--- config.mk ---
export PLATFORM = sky130hd
export DESIGN_NAME = store_buffer
export DESIGN_NICKNAME = d
export VERILOG_FILES = /design/src/rtl/store_buffer.sv
export SDC_FILE = /design/constraint.sdc
export NUM_CORES = 1
export LEC_CHECK = 0
export BUFFER_PORTS_ARGS = -buffer_cell sky130_fd_sc_hd__buf_4
export CAP_MARGIN = 25
export CORE_ASPECT_RATIO = 1.25
export CORE_MARGIN = 2
export CORE_UTILIZATION = 40
export CTS_BUF_LIST = sky130_fd_sc_hd__clkbuf_8
export DETAILED_ROUTE_END_ITERATION = 6
export PLACE_DENSITY_LB_ADDON = 0.3
export RECOVER_POWER = 100
export SLEW_MARGIN = 20
export SYNTH_ARGS = -nofsm -noshare
export SYNTH_HDL_FRONTEND = slang
export SYNTH_SLANG_ARGS = --single-unit
--- constraint.sdc ---
create_clock -name clk -period 4.1 [get_ports clk]
set_input_delay 0.82 -clock clk [delete_from_list [all_inputs] [get_ports clk]]
set_output_delay 0.82 -clock clk [all_outputs]
set_load 0.02 [all_outputs]
--- src/rtl/store_buffer.sv ---
// Circular store buffer between the CPU MEM stage and dcache. Drains one entry per cycle when the port is free.
// Define SB_FORWARD_EN to forward buffered data on load hits; otherwise hits stall until the entry drains.
module store_buffer #(
  parameter int DEPTH  = 4,
  parameter int ADDR_W = 6,
  parameter int DATA_W = 32
) (
  input  logic              clk,
  input  logic              reset,
  input  logic              cpu_w_en,
  input  logic              cpu_r_en,
  input  logic [ADDR_W-1:0] cpu_addr,
  input  logic [DATA_W-1:0] cpu_wdata,
  output logic [DATA_W-1:0] cpu_rdata,
  output logic              cpu_stall,
  output logic              dc_w_en,
  output logic [ADDR_W-1:0] dc_addr,
  output logic [DATA_W-1:0] dc_wdata,
  input  logic [DATA_W-1:0] dc_rdata,
  output logic              sb_empty
);

  localparam int PTR_W = $clog2(DEPTH);
  localparam logic [PTR_W:0] FULL_CNT = (PTR_W+1)'(DEPTH);

  logic [ADDR_W-1:0] addr_q [DEPTH];
  logic [DATA_W-1:0] data_q [DEPTH];
  logic [DEPTH-1:0]  vld_q, vld_d;
  logic [PTR_W-1:0]  head_q, head_d;
  logic [PTR_W-1:0]  tail_q, tail_d;
  logic [PTR_W:0]    count_q, count_d;

  logic              full;
  logic              match;
  logic              load_hazard_stall;
  logic              drain_go;
  logic              enq;
  logic [PTR_W-1:0]  idx;
`ifdef SB_FORWARD_EN
  logic [DATA_W-1:0] fwd_data;
`endif

  assign full     = (count_q == FULL_CNT);
  assign sb_empty = (count_q == '0);

  // Scan oldest to youngest so the last hit is the entry nearest tail.
  always_comb begin
    match = 1'b0;
    idx   = '0;
`ifdef SB_FORWARD_EN
    fwd_data = '0;
`endif
    for (int i = 0; i < DEPTH; i++) begin
      idx = head_q + PTR_W'(i);
      if (vld_q[idx] && (addr_q[idx] == cpu_addr)) begin
        match = 1'b1;
`ifdef SB_FORWARD_EN
        fwd_data = data_q[idx];
`endif
      end
    end
  end

`ifdef SB_FORWARD_EN
  assign load_hazard_stall = 1'b0;
  assign cpu_rdata = (cpu_r_en && match) ? fwd_data : dc_rdata;
`else
  assign load_hazard_stall = cpu_r_en && match;
  assign cpu_rdata = dc_rdata;
`endif

  // Drain is masked during reset so discarded entries never reach dcache.
  assign drain_go  = !reset && (count_q != '0) && (!cpu_r_en || load_hazard_stall);
  assign enq       = !reset && cpu_w_en && !cpu_r_en && !full;
  assign cpu_stall = (cpu_w_en && (cpu_r_en || full)) || load_hazard_stall;

  assign dc_w_en  = drain_go;
  assign dc_addr  = drain_go ? addr_q[head_q] : cpu_addr;
  assign dc_wdata = drain_go ? data_q[head_q] : '0;

  always_comb begin
    head_d  = head_q;
    tail_d  = tail_q;
    count_d = count_q;
    vld_d   = vld_q;
    if (drain_go) begin
      vld_d[head_q] = 1'b0;
      head_d        = head_q + PTR_W'(1);
    end
    if (enq) begin
      vld_d[tail_q] = 1'b1;
      tail_d        = tail_q + PTR_W'(1);
    end
    case ({enq, drain_go})
      2'b10:   count_d = count_q + (PTR_W+1)'(1);
      2'b01:   count_d = count_q - (PTR_W+1)'(1);
      default: count_d = count_q;
    endcase
  end

  always_ff @(posedge clk) begin
    if (reset) begin
      head_q  <= '0;
      tail_q  <= '0;
      count_q <= '0;
      vld_q   <= '0;
    end else begin
      head_q  <= head_d;
      tail_q  <= tail_d;
      count_q <= count_d;
      vld_q   <= vld_d;
    end
  end

  always_ff @(posedge clk) begin
    if (enq) begin
      addr_q[tail_q] <= cpu_addr;
      data_q[tail_q] <= cpu_wdata;
    end
  end

endmodule

======== Yosys cells after proc, flatten, opt, wreduce, memory -nomap -nowiden ========
Memory sizes are Yosys's and may differ from the RTL's. A register that Yosys moved wholly into a read port is not among the register bits.
Cells that the tools add are included.
word-level totals
  register bits after elaboration ......... 11
  memories kept ........................... 2
  bits in writable memories ............... 152
  output and inout bits ................... 73
  bits of input ports ..................... 74
operators by class
  $lt $le $gt $ge ......................... 7
  bitwise operators ....................... 3
  add/sub/neg operators ................... 6
  reductions and logical operators ........ 22
  multiplexer cells ....................... 27
  equality and inequality tests ........... 7
memories
  memory  depth  bits a word  rd ports  clocked after memory_dff  write ports  RTL line  text
  data_q  4      32           1         1                         1            27        logic [DATA_W-1:0] data_q [DEPTH];
  addr_q  4      6            4         1                         1            26        logic [ADDR_W-1:0] addr_q [DEPTH];
operators with widths
  cell                                                                                  count
  32-bit two-way mux                                                                    1
  6-bit == test                                                                         4
  2-bit by 3-bit < comparator with 1-bit output (second input constant)                 5
  1-bit logical AND                                                                     13
  1-bit two-way mux                                                                     12
  1-bit binary-select mux with 2-bit select                                             4
  2-bit two-way mux                                                                     4
  4-bit two-way mux                                                                     2
  6-bit two-way mux                                                                     1
  3-bit case mux with 2 select lines                                                    1
  2-bit by 1-bit adder with 2-bit output (second input constant)                        2
  2-bit adder (second input constant)                                                   2
  4-bit AND                                                                             1
  1-bit demux with 2-bit select                                                         2
  2-bit by 1-bit greater-or-equal comparator with 1-bit output (second input constant)  2
  4-bit inverter                                                                        1
  4-bit OR                                                                              1
  3-bit by 1-bit adder with 3-bit output (second input constant)                        1
  3-bit == test (second input constant)                                                 1
  1-bit zero test                                                                       3
  3-bit zero test                                                                       1
  1-bit logical OR                                                                      3
  3-bit nonzero test                                                                    1
  3-bit by 1-bit subtractor with 3-bit output (second input constant)                   1
  other kinds (3)                                                                       3

======== Logic depth before layout (Yosys ltp) ========
Gate-level depths: netlist of run 1.
  depth in word-level cells ............... 13
  gate-level depth with buffers ........... 18
  depth with buffers taken out ............ 14

======== Least setup slack after synthesis of run 1 ========
OpenSTA, ideal clock, no wires.
  path type ............................... register -> register
  start point ............................. reg head_q[0]
  end point ............................... reg count_q[2]
  stages on the path, launching flop included .. 19
  setup slack ............................. -293 ps
  path buffers ............................ 4
  arrival ................................. 4323 ps
  cells stage by stage .................... dfxtp_1 -> buf_2 -> clkbuf_1 -> inv_1 -> ha_1 -> clkbuf_1 -> mux4_2 -> xnor2_1 -> nand2_1 -> o211a_2 -> a211o_1 -> clkbuf_1 -> inv_1 -> ha_1 -> inv_1 -> fa_1 -> xor2_1 -> or3_1 -> a21oi_1
on the way
  elaborated cells on any way between the ends .. 30
RTL lines
  element                                                                             RTL line  text
  start: declaration                                                                  29        logic [PTR_W-1:0] head_q, head_d;
  start signal: assignment                                                            103       head_q <= '0;
  start signal: assignment                                                            108       head_q <= head_d;
  2-bit adder *                                                                       54        idx = head_q + PTR_W'(i);
  net idx[0]                                                                          38        logic [PTR_W-1:0] idx;
  memory read 4 x 6 bit or 1-bit binary-select mux with 2-bit select (tied branches)  --
  6-bit == test or 1-bit two-way mux (tied branches)                                  55        if (vld_q[idx] && (addr_q[idx] == cpu_addr)) begin
  1-bit logical AND *                                                                 55
  1-bit two-way mux *                                                                 55
  1-bit logical AND *                                                                 68        assign load_hazard_stall = cpu_r_en && match;
  1-bit logical OR *                                                                  73        assign drain_go = !reset && (count_q != '0) && (!cpu_r_en || load_hazard_stall);
  1-bit logical AND *                                                                 73
  net dc_w_en                                                                         16        output logic dc_w_en,
  2-bit by 1-bit == test with 1-bit output or 2-bit == test (tied branches)           94        case ({enq, drain_go})
  3-bit case mux with 2 select lines or 2-bit nonzero test (tied branches)            --
  end signal: assignment                                                              110       count_q <= count_d;
  end: declaration                                                                    31        logic [PTR_W:0] count_q, count_d;
The timed path passes the listed nets; every way through them passes the cells marked *. The select of a mux whose other input is x is not followed.
A chain may end at the register's enable or synchronous reset.

======== Worst setup path after layout of run 1 ========
  start point ............................. reg head_q[0]
  end point ............................... out dc_addr[0]
on the way
  longest elaborated chain between the ends .. 11
  elaborated cells on any way between the ends .. 27
RTL lines
  element                                                                                              RTL line  text
  2-bit by 1-bit adder with 2-bit output or 1-bit binary-select mux with 2-bit select (tied branches)  54, 55
  memory read 4 x 6 bit, or another cell as far along                                                  --
  6-bit == test, or another cell as far along                                                          55
  1-bit logical AND or 1-bit two-way mux (tied branches)                                               55
  1-bit two-way mux (2 in series)                                                                      55
  1-bit two-way mux *                                                                                  55
  1-bit logical AND *                                                                                  68
  1-bit logical OR *                                                                                   73
  1-bit logical AND *                                                                                  73
  6-bit two-way mux *                                                                                  78        assign dc_addr = drain_go ? addr_q[head_q] : cpu_addr;
  end: declaration                                                                                     17        output logic [ADDR_W-1:0] dc_addr,
Every way passes the cells marked *; elsewhere a longest branch is shown, timed or not. The select of a mux whose other input is x is not followed.

==> flow_summary.toml, run 1 <==
[status]
status = "complete, but fails checks"
violations = "capacitance limit, slew limit, setup timing"

[drt]
routed_wl_um = 15500
drtAntennaViolNets = 0
vias_per_cell = 5.18
vias = 3997
wire_per_inst_um = 20.1
drt_iter0_markers = 275
drc_errors = 0
drt_pass1_iterations = 5

[die]
boundaryPins = 147
die_h_um = 157
start_util_pct = 40.4
coreArea_um2 = 18600
die_area_um2 = 19900
rows = 56
die_w_um = 127

[clock_tree]
clkLatencyLatePin_ns = 0.44
hold_buffers = 0
clk_pin_slew_ns = 0.08
cts_tree = "built"
cts_sinks = 165
htreeDepth = 4
cts_max_path_buffers = 2
cts_made_buffers = 17
clock-root-buffer = "clkbuf_8"

[critical_path]
critPathSlowestCell = "mux4_2"
crit_type = "register to primary output"
start_kind = "register"
cp-end-kind = "primary output"
crit_chain = "buf_12 > mux4_2 > xnor2_2 > nand3_1 > or4_4 > o211a_4 > a211o_4 > mux2_4 > buf_6"
cp_top_family = "multiplexers"
critical_path_required_ns = 3.28
path_buf_inv = 2
worst-path-max-fanout = 6
critPathArrivalTime_ns = 3.32
slowest_delay_ns = 0.52

[power_and_ir_drop]
power_leakage_nw = 2.93
power_mw = 3.41
p_per_area_nw_per_um2 = 385
irDropWorstVdd_mv = 0.274

[global_route]
gr-total-overflow = 0
grt_first_pass_wirelength_um = 23700
grt_use_total_pct = 16.1
antenna_found_initial = 0
grt_start_max_net_pins = 40
grt_pass1_vias = 4263

[synthesis]
synth_cells = 445
netlist_area_um2 = 7530
avgSynthCellArea_um2 = 16.9
synth_commonest_cells = "edfxtp_1 (152), mux4_2 (46), nor2b_1 (35)"
ys_types = 42
synth_warnings = 0
synth_ff_type = "edfxtp_1"
async_flop_share_pct = 0
synth-edff-count = 152
yosys.area.top_type_share_pct = 60.6
post-synth-top-area-cell = "edfxtp_1"
yosysMostFrequentCell = "edfxtp_1"
synth_area_leaders = "edfxtp_1 (61%), mux4_2 (14%), dfxtp_1 (3.5%), buf_4 (3.3%), nor2b_1 (2.9%)"
ys_seq_elements = 165
synth_nets = 529
ys_seq_area_share_pct = 64.1

[timing]
rsz0062_at_grt = "yes"
hold_violations = 0
fmax_ghz = 0.241
min_period_over_period_pct = 101
finalSetupViolCount = 18
setup_ws_ns = -0.0409
report.final.slew_viol_count = 24
slew_headroom_pct = -11.3
tightest_slew_ns = 1.67
fin_crit_ns = 4.14
fin_skew_ns = 0.00757
timing.hold.ws_ns = 0.516
finalSetupTns_ns = -0.265

[job]
drv_cap = 1

[placement]
place_area_um2 = 8330
numPortBuffers = 82
dp_hpwl_um = 9840
dpl_worst_slack_ns = -0.291
gp_congestion = 0.827
placedCellCount = 726

[min_path]
hold_class = "register to register"

[cells_and_area]
diodes = 0
fin_util_pct = 47.5
drive_gt1_share_pct = 34.7
fin_cells = 771
nets = 610
area_delta_synth_final_pct = 17.6
final_area_um2 = 8860
placed cells by master, fill, tap and decap left out, types with 4 or more instances in the layout:
master      n
mux4_2     46
mux2_4      6
nor2b_2     9
mux2i_1    12
nor2b_4     4
buf_4      58
a31oi_1     4
clkinv_1    6
nand2_1    13
inv_1      12
buf_6      13
xor2_1     16
clkbuf_8   17
dfxtp_1     9
edfxtp_1  152
nor2_1      7
xnor2_1    20
a21oi_1     8
ha_1        9
clkbuf_1   39
nor2b_1    22
logic make-up after synthesis:
logic type / Yosys count / share of synthesized area, %
and+or+nand+nor: 70 / 5.24
buffers and inverters: 71 / 5.37
AOI/OAI and AO/OA: 24 / 2.14
xor gates and xnor gates: 38 / 4.42
muxes: 67 / 17.0
adders and majority gates: 10 / 1.76
DFF: 165 / 64.1
cell type report:
cell class	instances	area, µm²
Fill cell	1623	9780
Sequential cell	165	4840
Multi-Input combinational cell	210	2410
Timing Repair Buffer	117	873
Tap cell	232	290
Clock buffer	17	234
Clock inverter	15	154
Inverter	15	58.8
routing by layer:
layer | wire length (µm) | vias up | global-route usage (%)
met5 | 0 | - | 0
met4 | 575 | 0 | 8.79
met3 | 904 | 52 | 3.84
met2 | 7880 | 119 | 27.4
met1 | 6130 | 1996 | 19.0
li1 | - | 1830 | -
sequential cells by signal (all words and copies together) (netlist names), named ones only:
name,flops
addr_q,24
data_q,128
vld_q,4
tail_q,2
head_q,2
count_q,3
worst min-delay path, cell delays in order (launching register included):
cell and delay [ns]:
dfxtp_1 0.33, o21ai_0 0.07, a21oi_1 0.06
worst paths after layout:
check                                from                      end  slack [ns]  depth (start not counted)
hold / removal    count_q[2]$_SDFFE_PP0P_  count_q[2]$_SDFFE_PP0P_        0.52                          2
setup reg to reg   head_q[0]$_SDFFE_PP0P_  count_q[2]$_SDFFE_PP0P_        0.19                         15
setup / recovery   head_q[0]$_SDFFE_PP0P_               dc_addr[0]       -0.04                          9
hold reg to reg   count_q[2]$_SDFFE_PP0P_  count_q[2]$_SDFFE_PP0P_        0.52                          2
timing repair:
item,4_1_cts,5_1_grt
pin swaps,2,1
endpoints found under the setup margin,39,41
buffers inserted,3,7
gates resized for setup,20,24
cloned,3,0
power by group:
group / internal [mW] / switching, mW / leakage, nW
sequential: 1.86 / 0.0195 / 1.48
combinational: 0.207 / 0.190 / 1.26
clock: 0.545 / 0.587 / 0.188
total: 2.61 / 0.797 / 2.93
No activity file was read; power rests on OpenSTA's default activity.
==> run 2, diff against run 1 <==
CELL_PAD_IN_SITES_DETAIL_PLACEMENT = 2   (was not set)
CELL_PAD_IN_SITES_GLOBAL_PLACEMENT = 2   (was not set)
TNS_END_PERCENT = 1   (was not set)
clock period = 4 ns   (was 4.1 ns; I/O delays follow)
==> flow_summary.toml, run 2 (synthesis results as in run 1) <==
[cells_and_area]
largest-register = "data_q"
area_delta_synth_final_pct = 22.6
nets = 614
final_common_cell = "edfxtp_1"
drive_gt1_share_pct = 40.9
diodes = 0
top_regs = "data_q: 128 flops, addr_q: 24 flops, vld_q: 4 flops"
final_cell_mix = "edfxtp_1 (152), buf_4 (48), mux4_2 (46)"
fin_util_pct = 49.5
final_area_um2 = 9230
largest_reg_flops = 128

[drt]
drt_pass1_iterations = 4
drt_iter0_markers = 174
routed_wl_um = 19300
vias = 4179
drtAntennaViolNets = 0
drc_errors = 0
vias_per_cell = 5.39
wire_per_inst_um = 24.9

[status]
violations = "setup timing"
status = "complete, but fails checks"

[timing]
timing.hold.ws_ns = 0.539
finalSetupTns_ns = -6.44
fin_crit_ns = 4.23
fmax_ghz = 0.236
setup_ws_ns = -0.230
fin_skew_ns = 0.0115
min_period_over_period_pct = 106
slew_headroom_pct = 24.7
tightest_slew_ns = 1.12
hold_violations = 0
report.final.slew_viol_count = 0
finalSetupViolCount = 39
rsz0062_at_grt = "yes"

[min_path]
hold_class = "register to register"

[global_route]
grt_use_total_pct = 18.8
grt.met3_usage_pct = 4.15
grt_pass1_vias = 4630
gr-total-overflow = 0
grt_start_max_net_pins = 40
grtUsageMet1_pct = 22.4
met2_usage_pct = 34.4
busiest_layer = "met2"
grt_first_pass_wirelength_um = 27600
antenna_found_initial = 0

[die]
coreArea_um2 = 18600
die_area_um2 = 19900
die_w_um = 127
start_util_pct = 40.4
rows = 56
boundaryPins = 147
die_h_um = 157

[placement]
place_area_um2 = 8370
dpl_worst_slack_ns = -0.210
numPortBuffers = 82
dp_hpwl_um = 12200
gp_congestion = 0.796

[critical_path]
critPathArrivalTime_ns = 3.43
worst-path-max-fanout = 5
critical_path_required_ns = 3.20
start_kind = "register"
crit_type = "register to primary output"
cp-end-kind = "primary output"

[power_and_ir_drop]
p_per_area_nw_per_um2 = 400
power_leakage_nw = 3.10
irDropWorstVdd_mv = 0.249

[clock_tree]
cts_max_path_buffers = 2
clock-root-buffer = "clkbuf_8"
cts_made_buffers = 17
cts_tree = "built"
clkLatencyLatePin_ns = 0.46
cts_sinks = 165
clk_pin_slew_ns = 0.09
hold_buffers = 0
htreeDepth = 4

[job]
drv_cap = 0
==> run 2: cell count changes in the layout (fill, tap and decap cells not counted), sizes merged <==
cell,change
a211o,+1
buf,+9
bufbuf,-2
bufinv,+1
clkbuf,-4
clkinv,-5
clkinvlp,-2
inv,+6
==> run 2: per-layer routing <==
layer	share of wire [%]	up-vias
li1	-	1838
met1	40	2206
met2	55	118
met3	3.8	17
met4	1.1	0
met5	0	-
==> run 2: power by group <==
part / internal [mW] / leakage (nW) / switching, mW
logic: 0.231 / 1.41 / 0.230
clock network: 0.637 / 0.213 / 0.665
registers: 1.91 / 1.48 / 0.0215
total: 2.78 / 3.10 / 0.916
==> run 2: metrics by stage <==
step / total power, mW / instances
after floorplan: 2.25 / 445
after global placement: 2.35 / 730
after detailed placement: 2.37 / 730
after CTS: 3.67 / 764
after global routing: 3.81 / 775
final: 3.69 / 775
==> run 2: timing repair <==
| action | in CTS | in global routing |
|---|---|---|
| gates cloned | 1 | 6 |
| endpoints found under the setup margin | 40 | 41 |
| pin swaps | 3 | 7 |
| resized for setup | 24 | 65 |
| buffers inserted | 1 | 5 |
==> run 2: critical path, stage by stage, from the launching register on <==
cell	delay, ns
edfxtp_1	0.47
xnor2_1	0.25
nand2_1	0.08
mux4_2	0.51
or4_4	0.57
o211a_4	0.19
a211o_4	0.42
mux2_4	0.35
buf_6	0.14
==> run 2: final cells by class <==
| cell class | instances | area [µm²] |
|---|---|---|
| fillers | 1699 | 9410 |
| flip-flops and latches | 165 | 4830 |
| multi-input cells | 211 | 2570 |
| repair buffers | 120 | 1050 |
| well taps | 232 | 290 |
| clock buffers | 17 | 234 |
| clock inverters | 15 | 191 |
| inverters | 15 | 58.8 |
==> run 2: path summary, 6_finish.rpt <==
check / from / endpoint / slack, ns / cells past startpoint
max reg2reg: addr_q[3][4]$_DFFE_PP_ / count_q[2]$_SDFFE_PP0P_ / 0.08 / 14
min reg2reg: count_q[2]$_SDFFE_PP0P_ / count_q[2]$_SDFFE_PP0P_ / 0.54 / 2
min: count_q[2]$_SDFFE_PP0P_ / count_q[2]$_SDFFE_PP0P_ / 0.54 / 2
max: addr_q[3][4]$_DFFE_PP_ / dc_addr[4] / -0.23 / 8
